===== src/rtl/instr_fetch_ctrl.sv =====
// Fetch/decode/sequencing stage: owns the 16-word instruction memory, latches IR
// and steers R15 of the downstream register file through PC_next every cycle.
module instr_fetch_ctrl #(
    parameter int          IMEM_DEPTH = 16,
    parameter logic [3:0]  OPC_HALT   = 4'hF
) (
    input  logic        CLOCK_50,
    input  logic        RESET,
    input  logic        RUN,
    input  logic        IMEM_we,
    input  logic [3:0]  IMEM_waddr,
    input  logic [31:0] IMEM_wdata,
    input  logic [3:0]  PC_out,
    output logic [31:0] IR,
    output logic [3:0]  IR_ARd,
    output logic [3:0]  IR_ARn,
    output logic [3:0]  IR_ARm,
    output logic [3:0]  IR_ARs,
    output logic        CNTRL_write_en_ARd,
    output logic [3:0]  PC_next,
    output logic        halted
);

    localparam logic [3:0] OPC_LDR    = 4'h8;
    localparam logic [3:0] OPC_STR    = 4'h9;
    localparam logic [3:0] OPC_BRANCH = 4'hA;

    typedef enum logic [2:0] {
        S_IDLE,
        S_FETCH,
        S_DECODE,
        S_EXEC,
        S_MEM,
        S_WB,
        S_HALT
    } state_t;

    state_t      state_q, state_d;
    logic [31:0] ir_q, ir_d;
    logic [31:0] imem_q [IMEM_DEPTH];
    logic [3:0]  opcode;
    logic        is_mem_op;
    logic        writes_ard;

    assign opcode     = ir_q[31:28];
    assign is_mem_op  = (opcode == OPC_LDR) || (opcode == OPC_STR);
    assign writes_ard = (opcode <= OPC_LDR);

    assign IR     = ir_q;
    assign IR_ARd = ir_q[27:24];
    assign IR_ARn = ir_q[23:20];
    assign IR_ARm = ir_q[19:16];
    assign IR_ARs = ir_q[15:12];
    assign halted = (state_q == S_HALT);

    always_ff @(posedge CLOCK_50) begin
        if (RESET) begin
            state_q <= S_IDLE;
            ir_q    <= '0;
        end else begin
            state_q <= state_d;
            ir_q    <= ir_d;
        end
    end

    // Memory survives reset; a FETCH in the same cycle sees the pre-write word.
    always_ff @(posedge CLOCK_50) begin
        if (IMEM_we) begin
            imem_q[IMEM_waddr] <= IMEM_wdata;
        end
    end

    always_comb begin
        state_d            = state_q;
        ir_d               = ir_q;
        PC_next            = PC_out;
        CNTRL_write_en_ARd = 1'b0;

        case (state_q)
            S_IDLE: begin
                PC_next = 4'd0;
                if (RUN) begin
                    state_d = S_FETCH;
                end
            end
            S_FETCH: begin
                ir_d    = imem_q[PC_out];
                state_d = S_DECODE;
            end
            S_DECODE: begin
                state_d = S_EXEC;
            end
            S_EXEC: begin
                state_d = is_mem_op ? S_MEM : S_WB;
            end
            S_MEM: begin
                state_d = S_WB;
            end
            S_WB: begin
                CNTRL_write_en_ARd = writes_ard;
                if (opcode == OPC_HALT) begin
                    state_d = S_HALT;
                end else begin
                    state_d = S_FETCH;
                    if (opcode == OPC_BRANCH) begin
                        PC_next = ir_q[3:0];
                    end else begin
                        PC_next = PC_out + 4'd1;
                    end
                end
            end
            S_HALT: begin
                state_d = S_HALT;
            end
            default: begin
                state_d = S_IDLE;
            end
        endcase

        // R15 must clear on the reset edge, and an aborted instruction must not write.
        if (RESET) begin
            PC_next            = 4'd0;
            CNTRL_write_en_ARd = 1'b0;
        end
    end

endmodule


===== config.mk =====
export PLATFORM = sky130hd
export DESIGN_NAME = instr_fetch_ctrl
export DESIGN_NICKNAME = d
export VERILOG_FILES = /design/src/rtl/instr_fetch_ctrl.sv
export SDC_FILE = /design/constraint.sdc
export NUM_CORES = 1
export LEC_CHECK = 0
export CAP_MARGIN = 30
export CORE_ASPECT_RATIO = 0.6
export CORE_MARGIN = 3
export CORE_UTILIZATION = 50
export CTS_BUF_LIST = sky130_fd_sc_hd__clkbuf_4
export CTS_CLUSTER_DIAMETER = 200
export DETAILED_ROUTE_END_ITERATION = 7
export GPL_ROUTABILITY_DRIVEN = 0
export HOLD_SLACK_MARGIN = 0.05
export PLACE_DENSITY = 0.74
export SETUP_SLACK_MARGIN = 0.1
export SLEW_MARGIN = 25
export SYNTH_ARGS = -nofsm -noshare
export SYNTH_HDL_FRONTEND = slang
export SYNTH_SLANG_ARGS = --single-unit

===== constraint.sdc =====
create_clock -name CLOCK_50 -period 4.6 [get_ports CLOCK_50]
set_input_delay 0.46 -clock CLOCK_50 [delete_from_list [all_inputs] [get_ports CLOCK_50]]
set_output_delay 0.46 -clock CLOCK_50 [all_outputs]
set_load 0.05 [all_outputs]

==> run summary, run 1 <==
status: finished, final reports clean
core area: 40,700 µm²
IO buf count: 97
R2R Path Start: state_q[0]
beginning of the worst hold path: RUN
static leakage: 7.67 nW
# clock sinks: 547
number of global-route vias before repair: 10,500
Syn Inst Count: 943
reg-to-reg endpoint: IR[27]
Worst setup SP type: flop
Yosys top cell by area: edfxtp_1
FF-to-FF setup slack: 2.27 ns
CTS buffer count: 118
H-tree levels: 3
share of post-route cells with drive strength above 1: 0.315
Peak Freq: 0.283 GHz
setup bufs post-CTS: 0
VDD IR-drop max: 0.167 mV
Initial Utilization: 0.510
Arrival @ worst endpoint: 3.08 ns
grt total ovfl: 0
Routed WL: 42,800 µm
area of the multi-input gates: 4360 µm²
CTS tree: built
Skew-Pair Late Insertion Delay: 0.83 ns
DRC errors left: 0
Required @ worst endpoint: 4.14 ns
yosys warns: 0
DIE AREA: 44,000 µm²
Tcrit/Tclk final: 0.769
final non-filler cell total: 1,752
Worst-Margin Slew: 0.997 ns
DP Wirelength: 22,900 µm
Rows: 57
Layout area overhead: 15.6%
register area share after synthesis: 0.776
first-pass GRT wire length: 65,600 µm
Primary FF master, synth: edfxtp_1
Filler cells: 2,898
Hold Path End: state_q[0]
CTS root buf: clkbuf_4
FF-to-FF path depth: 4
dpl cells: 1,527
worst setup margin: 1.06 ns
syn avg cell area: 22.0 µm²
Synth Cell Area: 20,700 µm²
Min Clock Period, post-route: 3.54 ns
post-route ant nets: 0
post-CTS resize count: 0
CP Max Fanout: 7
Slew HR: 0.336
Post-Route Setup TNS: 0 ns
wire per inst: 24.4 µm
Max Buffers Root-to-Sink: 3
final setup vio count: 0
Worst Hold Class: in -> reg
clock skew: 0.0504 ns
worst slack, placed: 1.40 ns
top cells by area, synth: edfxtp_1, mux4_2, dfxtp_1
largest net degree at the start of global routing: 67
critical path endpoint category: output pin
register area: 16,100 µm²
DIE WIDTH: 269 µm
RSZ-0062 raised after global routing: no
Pre-antenna DRT Iters: 5
Post-synth EDFFs: 512
die height: 164 µm
Reg clk slew, reported paths: 0.07 ns
Pwr Density: 425 nW/µm²
CP Class: reg -> out
Max Cap Viol: 0
count of hold buffers inserted by post-cts repair: 0
Yosys reg bits: 547
worst hold stages: 4
Iter 0 DRT Violations: 1,057
GRT Resource Usage Total: 0.204
Hold Fails Final Rpt: 0
Post-Syn Nets: 988
asr flop ratio synth: 0
ratio of routed vias to standard cells: 5.80
max-slew violations: 0
Distinct cells, synth: 40
Nets: 1,161
initial antenna violation count: 2
io pins: 98
routed vias: 10,200
top cell type's share of synthesized area: 0.742
[layout by cell type, fill, tap and decap left out, types with 3 or more instances in the layout]
| cell type | count |
|---|---|
| nor2_4 | 13 |
| nand2_1 | 37 |
| mux2i_1 | 34 |
| mux4_2 | 128 |
| clkdlybuf4s50_1 | 94 |
| a21oi_1 | 5 |
| nand3b_1 | 3 |
| buf_4 | 22 |
| o211ai_1 | 32 |
| clkinv_1 | 17 |
| nor2_1 | 6 |
| nor3_2 | 4 |
| nand3_1 | 5 |
| clkbuf_4 | 199 |
| edfxtp_1 | 512 |
| diode_2 | 3 |
| dfxtp_1 | 35 |
| a22oi_1 | 32 |
[cell families after synthesis]
| kind of cell | after synthesis | synth area share |
|---|---|---|
| flops | 547 | 0.776 |
| mux | 163 | 0.156 |
| simple gates | 84 | 0.0195 |
| compound gates | 78 | 0.0277 |
| buf+inv | 68 | 0.0192 |
| xor+xnor | 2 | 0.000846 |
| fa+ha+maj | 1 | 0.000604 |
[report_power, final]
part	switching (mW)	total (mW)	internal [mW]
clock	1.78	3.83	2.05
sequential	0.0573	5.62	5.56
combinational	0.443	0.724	0.281
[critical path: stages, from the launching register on]
cell             delay [ns]
dfxtp_1                0.47
nand4_1                0.20
nand4b_1               0.32
mux2_2                 0.39
nor2_1                 0.08
clkdlybuf4s50_1        0.82
[synth_stat cells, types with 2 or more instances]
library cell and n:
o21ai_0 2, and3_1 2, a22oi_1 32, dfxtp_1 35, a211o_1 2, nand3_1 5, and3b_1 2, o211ai_1 32
nand2_1 37, nand3b_1 3, buf_2 15, clkbuf_1 22, buf_6 6, mux4_2 128, nor2_1 19, a21oi_1 5
edfxtp_1 512, buf_1 4, buf_4 21, mux2i_1 34, nand2b_1 3, nor3_1 4
[metal layers]
layer / global-route usage / up-vias / wire length [µm]
met1: 0.297 / 5298 / 18500
met5: 0 / - / 0
met3: 0.0503 / 51 / 3270
met4: 0.0591 / 0 / 616
met2: 0.310 / 435 / 20400
li1: - / 4386 / -
[per-stage QoR]
stage	cell area, µm²	util	power, mW	hold WS [ns]
3_3_place_gp	22200	0.547	6.43	0.474
5_1_grt	23900	0.589	10.6	0.417
6_report	23900	0.589	10.2	0.471
2_1_floorplan	20700	-	6.18	0.559
4_1_cts	23900	0.589	10.3	0.402
3_5_place_dp	22300	0.549	6.46	0.487
[flip-flops by register name, indices dropped and copies added, names as in the netlist]
name     flops
IR          32
state_q      3
imem_q     512
[area by class of cell]
type                            instances  share of cell area
Sequential cell                       547               0.671
Timing Repair Buffer                  121              0.0501
Clock inverter                         23             0.00590
Multi-Input combinational cell        328               0.182
Tap cell                              531              0.0277
Clock buffer                          199              0.0624
Antenna cell                            3            0.000314
[worst max path at each step]
stage / startpoint / cells after the start / slack (ns) / endpoint
2_1_floorplan: IMEM_waddr[2] / 2 / 0.96 / imem_q[0][0]
3_3_place_gp: PC_out[0] / 6 / 1.36 / PC_next[3]
3_5_place_dp: PC_out[0] / 6 / 1.40 / PC_next[3]
4_1_cts: IR[31] / 5 / 0.96 / PC_next[1]
5_1_grt: IR[28] / 5 / 0.83 / PC_next[1]
6_report: IR[28] / 5 / 1.06 / PC_next[1]
Power figures use the tool's default switching activity.
==> run 2: changes to the inputs <==
==> constraint.sdc (replaced) <==
create_clock -name CLOCK_50 -period 3.45 [get_ports CLOCK_50]
set_input_delay 0.345 -clock CLOCK_50 [delete_from_list [all_inputs] [get_ports CLOCK_50]]
set_output_delay 0.345 -clock CLOCK_50 [all_outputs]
set_load 0.05 [all_outputs]
==> run 2 against run 1 <==
  * Via count increased by 1.3%
  * Sequential share of layout area decreased by 0.22 points
  * Sequential power increased by 33%
  * Largest power group unchanged
  * Sequential cell count unchanged
  * Clock power increased by 34%
  * Combinational power increased by 34%
==> run summary, run 2 (synthesized netlist as in run 1, its figures left out) <==
CP Max Fanout: 7
H-tree levels: 3
max-slew violations: 0
Slew HR: 0.422
Skew-Pair Late Insertion Delay: 0.82 ns
Post-Route Setup TNS: 0 ns
Worst-Margin Slew: 0.866 ns
# clock sinks: 547
Rows: 57
Pre-antenna DRT Iters: 5
post-route ant nets: 0
Max Buffers Root-to-Sink: 3
Hold Fails Final Rpt: 0
DIE WIDTH: 269 µm
wire per inst: 25.1 µm
CP cell instances: nand4_1, nand4b_1, mux2_2, nor2_1, dlygate4sd2_1
grt total ovfl: 0
Min Clock Period, post-route: 3.11 ns
Worst Hold Class: in -> reg
CTS buffer count: 118
commonest non-fill, non-tap cell in the layout: edfxtp_1
Layout area overhead: 16.0%
initial antenna violation count: 2
DRC errors left: 0
largest net degree at the start of global routing: 70
die height: 164 µm
clock skew: 0.0454 ns
DP Wirelength: 23,300 µm
count of hold buffers inserted by post-cts repair: 0
static leakage: 7.72 nW
most frequent cells in the layout: edfxtp_1, clkbuf_4, mux4_2
WHS: 0.145 ns
io pins: 98
Routed WL: 44,300 µm
ratio of routed vias to standard cells: 5.85
Top reg by flops: imem_q
Worst setup SP type: flop
CTS root buf: clkbuf_4
RSZ-0062 raised after global routing: no
Top Family by Delay on Critical Path: simple AND/OR/NAND/NOR gates
Reg clk slew, reported paths: 0.08 ns
Iter 0 DRT Violations: 1,064
CP peak stage delay: 0.53 ns
routed vias: 10,300
CP Class: reg -> out
critical path endpoint category: output pin
Peak Freq: 0.321 GHz
Required @ worst endpoint: 3.11 ns
number of global-route vias before repair: 10,700
CP max stage cell: dlygate4sd2_1
status: finished, final reports clean
Tcrit/Tclk final: 0.902
Initial Utilization: 0.510
core area: 40,700 µm²
IO buf count: 97
DIE AREA: 44,000 µm²
Arrival @ worst endpoint: 2.77 ns
Max Cap Viol: 0
Pwr Density: 566 nW/µm²
GRT Resource Usage Total: 0.209
CTS tree: built
final setup vio count: 0
post-CTS resize count: 3
first-pass GRT wire length: 66,900 µm
share of post-route cells with drive strength above 1: 0.311
Worst Path Buf+Inv: 1
setup bufs post-CTS: 0
max FFs per register: 512
Nets: 1,172
VDD IR-drop max: 0.466 mV
run 2: layout make-up:
| type | count | area (µm²) |
|---|---|---|
| Antenna cell | 1 | 2.50 |
| Clock buffer | 184 | 1380 |
| Clock inverter | 37 | 254 |
| Fill cell | 2899 | 16600 |
| Multi-Input combinational cell | 328 | 4370 |
| Sequential cell | 547 | 16100 |
| Tap cell | 531 | 664 |
| Timing Repair Buffer | 132 | 1280 |
run 2: worst reg2reg max path: cells and delay by family, from the launching register on:
| family | cells | cell delay [ns] |
|---|---|---|
| buffers and inverters | 1 | 0.30 |
| flip-flops | 1 | 0.50 |
| AO/OA/AOI/OAI | 2 | 0.21 |
| AND/OR/NAND/NOR | 2 | 1.03 |
run 2: through the flow:
step / power, mW / cells / area (µm²) / util / worst slack (ns)
finish: 13.6 / 1760 / 24000 / 0.591 / 0.338
global route: 14.1 / 1760 / 24000 / 0.591 / 0.143
CTS: 13.7 / 1759 / 24000 / 0.591 / 0.126
detailed placement: 8.62 / 1538 / 22400 / 0.551 / 0.687
global placement: 8.59 / 1538 / 22400 / 0.551 / 0.675
floorplan: 8.24 / 943 / 20700 / - / 0.226
run 2: where the power goes:
group          internal, mW  switching, mW
combinational         0.375          0.593
sequential             7.41         0.0747
clock                  2.72           2.42
total                  10.5           3.09
run 2: metal layers:
layer  GRT usage  wire (µm)
met1       0.310      19400
met2       0.319      20900
met3      0.0464       3310
met4      0.0593        576
met5           0         17
run 2: final timing paths:
kind / start / endpoint / slack (ns) / cells after the start
setup / recovery: IR[30] / PC_next[1] / 0.34 / 5
hold reg to reg: IR[11] / IR[11] / 0.49 / 2
setup reg to reg: state_q[0] / IR[2] / 1.35 / 5
hold / removal: PC_out[0] / IR[0] / 0.15 / 4
==> run 3: changes to the inputs <==
--- a/config.mk
+++ b/config.mk
@@ -15,6 +15,7 @@
 export GPL_ROUTABILITY_DRIVEN = 0
 export HOLD_SLACK_MARGIN = 0.05
 export PLACE_DENSITY = 0.74
+export RECOVER_POWER = 100
 export SETUP_SLACK_MARGIN = 0.1
 export SLEW_MARGIN = 25
 export SYNTH_ARGS = -nofsm -noshare
==> run 3 against run 2 <==
  * The run now ends with capacitance limit, slew limit left
  * Die area did not move
  * Maximum frequency barely moved
  * Core utilization is 0.43 points lower
  * Setup slack about the same
  * Non-clock buffer count unchanged
  * First-iteration DRC count shrank 0.19%
  * Final area shrank 0.73%
  * Sequential power is essentially flat
  * Sequential cell count unchanged
  * Register-to-register slack lost 0.77 ns
  * Combinational power is 4.0% lower
  * Sequential share of layout area grew 0.49 points
  * Critical path type unchanged
  * Critical endpoint unchanged
  * Largest cell class unchanged
==> run summary, run 3 (synthesized netlist as in run 1, its figures left out) <==
DRC errors left: 0
io pins: 98
failing checks: capacitance limit, slew limit
grt total ovfl: 0
wire per inst: 25.1 µm
first-pass GRT wire length: 66,900 µm
DIE WIDTH: 269 µm
switch share: 0.228
worst slack, placed: 0.687 ns
Post-Route Utilization: 0.587
CP peak stage delay: 0.53 ns
most frequent cells in the layout: edfxtp_1, clkbuf_4, mux4_2
portion of total power attributed to the clock network: 0.380
Max Cap Viol: 9
Routed WL: 44,200 µm
static leakage: 7.77 nW
max-slew violations: 199
Layout area overhead: 15.1%
Pwr Density: 569 nW/µm²
Arrival @ worst endpoint: 2.77 ns
DIE AREA: 44,000 µm²
RSZ-0062 raised after global routing: no
Top Family by Delay on Critical Path: simple AND/OR/NAND/NOR gates
IO buf count: 97
die height: 164 µm
initial antenna violation count: 4
Nets: 1,172
post-route ant nets: 0
max FFs per register: 512
status: finished with violations
H-tree levels: 3
Worst Hold Class: in -> reg
Worst Path Buf+Inv: 1
Top reg by flops: imem_q
dpl cells: 1,538
CTS tree: built
CP Max Fanout: 7
CP max stage cell: dlygate4sd2_1
# clock sinks: 547
VDD IR-drop max: 0.456 mV
DP Wirelength: 23,300 µm
share of post-route cells with drive strength above 1: 0.289
final setup vio count: 0
Reg power frac: 0.552
critical path endpoint category: output pin
internal power: 10.5 mW
CTS buffer count: 118
Hold Fails Final Rpt: 0
number of global-route vias before repair: 10,700
Tcrit/Tclk final: 0.902
Iter 0 DRT Violations: 1,062
commonest non-fill, non-tap cell in the layout: edfxtp_1
Max Buffers Root-to-Sink: 3
Peak Freq: 0.321 GHz
Slew HR: -0.753
routed vias: 10,200
Combinational Power Share: 0.068
CTS root buf: clkbuf_4
Worst-Margin Slew: 2.63 ns
Min Clock Period, post-route: 3.11 ns
largest net degree at the start of global routing: 70
Required @ worst endpoint: 3.11 ns
worst setup margin: 0.338 ns
clock skew: 0.0536 ns
final non-filler cell total: 1,761
CP cell instances: nand4_1, nand4b_1, mux2_2, nor2_1, dlygate4sd2_1
Initial Utilization: 0.510
ratio of routed vias to standard cells: 5.82
Post-Route Setup TNS: 0 ns
Rows: 57
switching pwr: 3.09 mW
Worst setup SP type: flop
Pre-antenna DRT Iters: 5
Reg clk slew, reported paths: 0.08 ns
Skew-Pair Late Insertion Delay: 0.82 ns
GRT Resource Usage Total: 0.209
core area: 40,700 µm²
CP Class: reg -> out
-- run 3: repair_timing --
item | 4_1_cts | 5_1_grt
hold buffers | 0 | 0
hold endpoints to repair | 0 | 0
resized for setup | 3 | 1
endpoints found under the setup margin | 3 | 1
setup buffers | 0 | 0
-- run 3: worst paths after layout --
check	cells after the start	end	start	slack, ns
worst max-delay path	5	PC_next[1]	IR[30]	0.34
worst min-delay path	4	IR[0]	PC_out[0]	0.14
worst max register to register	5	IR[2]	state_q[0]	0.58
worst min register to register	2	IR[4]	IR[4]	0.48
-- run 3: through the flow --
step	hold slack (ns)	area (µm²)	total power, mW
after floorplan	0.444	20700	8.24
after global placement	0.463	22400	8.59
after detailed placement	0.464	22400	8.62
after CTS	0.0886	24000	13.7
after global routing	0.123	23800	14.1
final	0.142	23800	13.6
-- run 3: power by group through the flow --
stage	sequential, mW	clock (mW)	combinational, mW
finish	7.49	5.16	0.929
global route	7.50	5.61	0.993
CTS	7.49	5.27	0.979
detailed placement	7.64	0	0.978
global placement	7.63	0	0.960
floorplan	7.73	0	0.510
-- run 3: area by class of cell --
type                            instances  area [µm²]
Multi-Input combinational cell        328        4310
Tap cell                              531         664
Antenna cell                            2        5.00
Clock inverter                         37         254
Fill cell                            2935       16800
Sequential cell                       547       16100
Timing Repair Buffer                  132        1160
Clock buffer                          184        1380
-- run 3: worst register-to-register path: stages (launching register included) --
cell,delay [ns]
dfxtp_1,0.51
nor4b_1,0.51
and3_1,0.96
clkbuf_1,0.48
a22oi_1,0.19
o211ai_1,0.14
-- run 3: per-layer routing --
metal  track usage  wire (µm)  part of all wire
met5             0         13           0.00029
met4        0.0593        634             0.014
met3        0.0464       3270             0.074
met2         0.319      20900              0.47
met1         0.310      19400              0.44
